$ cat config.mk
export PLATFORM = sky130hd
export DESIGN_NAME = kyo_hit_seq
export DESIGN_NICKNAME = d
export VERILOG_FILES = /design/src/rtl/kof_sprite_pkg.sv /design/src/rtl/sprite_addr_calc.sv /design/src/rtl/kyo_hit_seq.sv
export SDC_FILE = /design/constraint.sdc
export NUM_CORES = 1
export LEC_CHECK = 0
export CAP_MARGIN = 20
export CORE_MARGIN = 3
export CORE_UTILIZATION = 40
export DETAILED_ROUTE_END_ITERATION = 6
export GPL_TIMING_DRIVEN = 0
export PLACE_DENSITY_LB_ADDON = 0.05
export SYNTH_ARGS = -nofsm -noshare
export SYNTH_HDL_FRONTEND = slang
export SYNTH_SLANG_ARGS = --single-unit
$ cat constraint.sdc
create_clock -name vga_clk -period 2.7 [get_ports vga_clk]
set_input_delay 0.54 -clock vga_clk [delete_from_list [all_inputs] [get_ports vga_clk]]
set_output_delay 0.54 -clock vga_clk [all_outputs]
set_load 0.005 [all_outputs]
$ cat src/rtl/kof_sprite_pkg.sv
// Shared sprite geometry and sequencer state type for the KOF character sequencers.
package kof_sprite_pkg;

    localparam int SPRITE_W    = 32;
    localparam int SPRITE_H    = 64;
    localparam int NUM_FRAMES  = 4;
    localparam int FRAME_WORDS = 2048;

    typedef enum logic [1:0] {
        IDLE = 2'd0,
        PLAY = 2'd1,
        DONE = 2'd2
    } seq_state_t;

endpackage

$ cat src/rtl/sprite_addr_calc.sv
// Combinational sprite box test and ROM address generation, shared by character sequencers.
module sprite_addr_calc
    import kof_sprite_pkg::*;
(
    input  logic [9:0]  pos_x,
    input  logic [9:0]  pos_y,
    input  logic [9:0]  draw_x,
    input  logic [9:0]  draw_y,
    input  logic        facing_left,
    input  logic [1:0]  frame_idx,
    output logic        in_box,
    output logic [12:0] addr
);

    logic [10:0] x_end;
    logic [10:0] y_end;
    logic [4:0]  rel_x;
    logic [5:0]  rel_y;
    logic [4:0]  col;

    // Box ends are 11 bits wide so sprites hanging past 1023 never wrap onto the left edge.
    assign x_end = {1'b0, pos_x} + 11'(SPRITE_W);
    assign y_end = {1'b0, pos_y} + 11'(SPRITE_H);

    assign in_box = (draw_x >= pos_x) && ({1'b0, draw_x} < x_end) &&
                    (draw_y >= pos_y) && ({1'b0, draw_y} < y_end);

    // Low bits of the difference equal the difference of the low bits; only in-box values matter.
    assign rel_x = draw_x[4:0] - pos_x[4:0];
    assign rel_y = draw_y[5:0] - pos_y[5:0];
    assign col   = facing_left ? (5'd31 - rel_x) : rel_x;

    assign addr  = {frame_idx, rel_y, col};

endmodule

$ cat src/rtl/kyo_hit_seq.sv
// Kyo hit-reaction animation sequencer: frame pacing FSM plus registered sprite ROM addressing.
module kyo_hit_seq
    import kof_sprite_pkg::*;
#(
    parameter int FRAME_HOLD = 6
) (
    input  logic        vga_clk,
    input  logic        reset,
    input  logic        hit,
    input  logic        frame_start,
    input  logic        facing_left,
    input  logic [9:0]  pos_x,
    input  logic [9:0]  pos_y,
    input  logic [9:0]  draw_x,
    input  logic [9:0]  draw_y,
    output logic [12:0] rom_address,
    output logic        sprite_on,
    output logic        pixel_valid,
    output logic        busy,
    output logic        done
);

    localparam logic [3:0] HOLD_LAST = 4'(FRAME_HOLD - 1);

    seq_state_t  state;
    logic [1:0]  frame_idx;
    logic [3:0]  hold_cnt;
    logic        in_box;
    logic [12:0] calc_addr;
    logic        show;

    sprite_addr_calc u_addr (
        .pos_x       (pos_x),
        .pos_y       (pos_y),
        .draw_x      (draw_x),
        .draw_y      (draw_y),
        .facing_left (facing_left),
        .frame_idx   (frame_idx),
        .in_box      (in_box),
        .addr        (calc_addr)
    );

    assign show = in_box && (state != IDLE);

    always_ff @(posedge vga_clk) begin
        if (reset) begin
            state       <= IDLE;
            frame_idx   <= 2'd0;
            hold_cnt    <= 4'd0;
            busy        <= 1'b0;
            done        <= 1'b0;
            rom_address <= 13'd0;
            sprite_on   <= 1'b0;
            pixel_valid <= 1'b0;
        end else begin
            done <= 1'b0;
            // A hit restarts from any state and wins over a coincident frame_start.
            if (hit) begin
                state     <= PLAY;
                frame_idx <= 2'd0;
                hold_cnt  <= 4'd0;
                busy      <= 1'b1;
            end else begin
                case (state)
                    IDLE: begin
                        busy <= 1'b0;
                    end
                    PLAY: begin
                        busy <= 1'b1;
                        if (frame_start) begin
                            if (hold_cnt == HOLD_LAST) begin
                                hold_cnt <= 4'd0;
                                if (frame_idx == 2'(NUM_FRAMES - 1)) begin
                                    state <= DONE;
                                    done  <= 1'b1;
                                end else begin
                                    frame_idx <= frame_idx + 2'd1;
                                end
                            end else begin
                                hold_cnt <= hold_cnt + 4'd1;
                            end
                        end
                    end
                    DONE: begin
                        state     <= IDLE;
                        frame_idx <= 2'd0;
                        hold_cnt  <= 4'd0;
                        busy      <= 1'b0;
                    end
                    default: begin
                        state <= IDLE;
                        busy  <= 1'b0;
                    end
                endcase
            end

            // Address stage, then one more stage to line up with the renderer's RGB.
            sprite_on   <= show;
            rom_address <= show ? calc_addr : 13'd0;
            pixel_valid <= sprite_on;
        end
    end

endmodule

==> results.cfg <==
[status]
outcome = completed

[global_routing]
grt_util_all_layers = 0.1454
busiest_layer = met2
antenna_found_initial = 0
grt_util_met2 = 0.2705
grt_pass1_wl_um = 7369
grt_max_degree = 15
use_met3 = 0.02552
grt_pass1_vias = 1725
use_met1 = 0.1757
grt_overflow = 0

[placed_design]
dp_hpwl_um = 3675
gp_congestion = 0.8473
port_buffers = 59
placed_cells = 354

[synthesis]
synth_xor_xnor_area_share = 0.06796
synth_ff_type = dfxtp_1
synthCells = 228
ys_warn_count = 0
yosysSeqAreaShare = 0.2427
synth_edf_count = 0
synth.avg_cell_area_sq_um = 9.044
ys_ff_latch = 25
synth_compound_area_frac = 0.1359
syn_nets = 309
synthAdderAreaFrac = 0.2257
synth_top_family_by_area = simple AND/OR/NAND/NOR gates
yosys.area_share.simple = 0.2597
synth-async-reset-ratio = 0
post_synth_mux_area_share = 0.004854
netlist_area_sq_mm = 0.002062
ys_types = 47

[sta]
setup_viol = 0
fin_crit_ns = 2.560
worstMarginPinSlew_ns = 0.5348
finalCritPeriodShare = 0.9482
slew_headroom = 0.6343
fin_worst_skew_ns = 0.001197
rsz0062_at_grt = false
whs_ns = 0.4656
finalHoldViolations = 0
max_freq_mhz = 390.6
slew_viol_final = 0

[power_and_ir_drop]
pwr_density_cell_mw_per_mm2 = 325.2
ir_drop_mv = 0.1821
p_leak_nw = 1.232

[routing]
wl_um = 4416
drt-pass1-iter-count = 4
num_vias = 1800
wl_per_cell_um = 12.27
antenna_left = 0
viasPerCell = 5.000
drt_iter0_markers = 48
drc_errors = 0

[clocking]
clkTransAtPathRegs_ns = 0.08
cts-hold-fix-buffers = 0
cts_tree = done
clock-sinks = 25
numCtsBuffers = 3
clock_tree.root_cell = clkbuf_8
htree_levels = 1
clkLatencyLatePin_ns = 0.26
clockBufferDepth = 2

[worst_setup_path]
required_ns = 2.89
critPathCaptureType = flip-flop
cp_max_fo = 6
crit_type = in2reg
setup.worst_path.start_class = input pin
critPathArrivalTime_ns = 2.75

[cells_and_area]
fillers = 455
syn_to_final_growth_pct = 38.35
nets = 375
insertedDiodeCount = 0
layout-drive-gt1-share = 0.09898
stdcell_count = 360

[floorplanning]
dieArea_sq_mm = 0.006052
die_w_um = 77.80
row_count = 25
start_util = 0.4253
core_sq_mm = 0.004848
pin_count = 62
fp.dieH_um = 77.80

[min_path]
hold_class = reg2reg

[run]
cap_violations = 0
-- repair_timing --
action                     in CTS  in global routing
cloned                          0                  1
resized for setup               4                 14
buffers inserted                1                  0
setup endpoints to repair      10                 13
pin swaps                       2                  6
-- power by group --
group	leakage, nW	total, W	switching, W	internal (W)
combinational	1.00	0.000335	0.000165	0.000169
sequential	0.202	0.000375	0.00000241	0.000373
clock	0.0255	0.000218	0.000115	0.000103
total	1.23	0.000928	0.000282	0.000645
-- layer usage --
metal,wire length (um),vias up,part of all wire
met4,23,0,0.0052
met1,1970,814,0.45
met2,2254,36,0.51
li1,-,948,-
met3,169,2,0.038
met5,0,-,0
-- critical path, cell delays in order --
cell,delay [ns]
clkdlybuf4s50_1,0.48
inv_1,0.07
xnor2_1,0.19
ha_1,0.30
a21oi_2,0.15
a21boi_2,0.09
a2111oi_4,0.37
o211ai_4,0.18
clkbuf_16,0.19
nor4_2,0.18
-- registers in the layout, indices dropped and copies added (netlist names) --
name,count
busy,1
done,1
frame_idx,2
hold_cnt,4
pixel_valid,1
rom_address,13
sprite_on,1
state,2
-- worst paths after layout --
path	startpoint	end	slack (ns)	cells past startpoint
setup reg to reg	hold_cnt[1]$_SDFFE_PP0P_	hold_cnt[3]$_SDFFE_PP0P_	1.15	6
hold reg to reg	sprite_on$_SDFF_PP0_	pixel_valid$_SDFF_PP0_	0.47	1
hold / removal	sprite_on$_SDFF_PP0_	pixel_valid$_SDFF_PP0_	0.47	1
setup / recovery	pos_y[9]	rom_address[0]$_SDFF_PP0_	0.14	10
-- cells in the final DEF, fill, tap and decap left out, drive strengths merged, types with 3 or more instances in the layout --
cell	synthesis	routed
nor4	10	10
ha	34	34
nor2	13	13
a21boi	3	3
nand3	10	10
nand4	6	6
a21o	5	5
clkbuf	2	7
dlymetal6s2s	0	5
buf	3	3
xnor2	11	11
o21ai	3	3
nor3	7	7
clkdlybuf4s50	0	52
inv	27	27
nand2	9	9
or3	3	3
a21oi	13	13
dfxtp	25	25
nand3b	5	5
xor2	5	5
nor2b	5	5
nor4b	3	3
a2111oi	3	3
-- cells by family (layout without fill, tap and decap cells) --
logic type	count (synthesis)	count (layout)
flops	25	25
mux	1	1
buf+inv	32	97
compound gates	37	37
xor+xnor	16	16
simple gates	81	81
fa+ha+maj	36	36
-- metrics by stage --
step | utilization | total power [W] | TNS (ns) | instance area [sq um] | worst slack (ns)
after CTS | 0.5757 | 0.0009323 | 0 | 2791 | 0.002396
after floorplan | - | 0.0005925 | 0 | 2062 | 0.3515
after global routing | 0.5884 | 0.0009935 | 0 | 2853 | 0.008774
after detailed placement | 0.5644 | 0.0007130 | -4.477 | 2736 | -0.3952
final | 0.5884 | 0.0009278 | 0 | 2853 | 0.1399
after global placement | 0.5644 | 0.0007098 | -4.103 | 2736 | -0.3659
-- synth_stat cells (2+ instances only) --
| master | instances | area (sq um) |
|---|---|---|
| a2111oi_0 | 2 | 17.52 |
| a21boi_0 | 3 | 22.52 |
| a21o_1 | 5 | 37.54 |
| a21oi_1 | 13 | 65.06 |
| and2_1 | 2 | 12.51 |
| buf_2 | 2 | 10.01 |
| clkbuf_1 | 2 | 7.510 |
| dfxtp_1 | 25 | 500.5 |
| fa_1 | 2 | 40.04 |
| ha_1 | 34 | 425.4 |
| inv_1 | 27 | 101.4 |
| nand2_1 | 9 | 33.78 |
| nand2b_1 | 2 | 12.51 |
| nand3_1 | 9 | 45.04 |
| nand3b_1 | 5 | 37.54 |
| nand4_1 | 6 | 37.54 |
| nor2_1 | 13 | 48.80 |
| nor2b_1 | 5 | 31.28 |
| nor3_1 | 6 | 30.03 |
| nor3b_1 | 2 | 15.01 |
| nor4_2 | 8 | 100.1 |
| nor4b_1 | 3 | 26.28 |
| o21a_1 | 2 | 15.01 |
| o21ai_0 | 3 | 15.01 |
| or3_1 | 2 | 12.51 |
| xnor2_1 | 11 | 96.34 |
| xor2_1 | 5 | 43.79 |
-- final cells by class --
| class | instances | area (sq um) | area share |
|---|---|---|---|
| multi-input cells | 171 | 1450 | 0.5083 |
| repair buffers | 61 | 633.1 | 0.2219 |
| flip-flops and latches | 25 | 500.5 | 0.1754 |
| inverters | 27 | 101.3 | 0.03553 |
| well taps | 67 | 83.83 | 0.02939 |
| clock buffers | 3 | 41.29 | 0.01447 |
| plain buffers | 5 | 37.54 | 0.01316 |
| clock inverters | 1 | 5.005 | 0.001754 |
No activity file was read; power rests on OpenSTA's default activity.
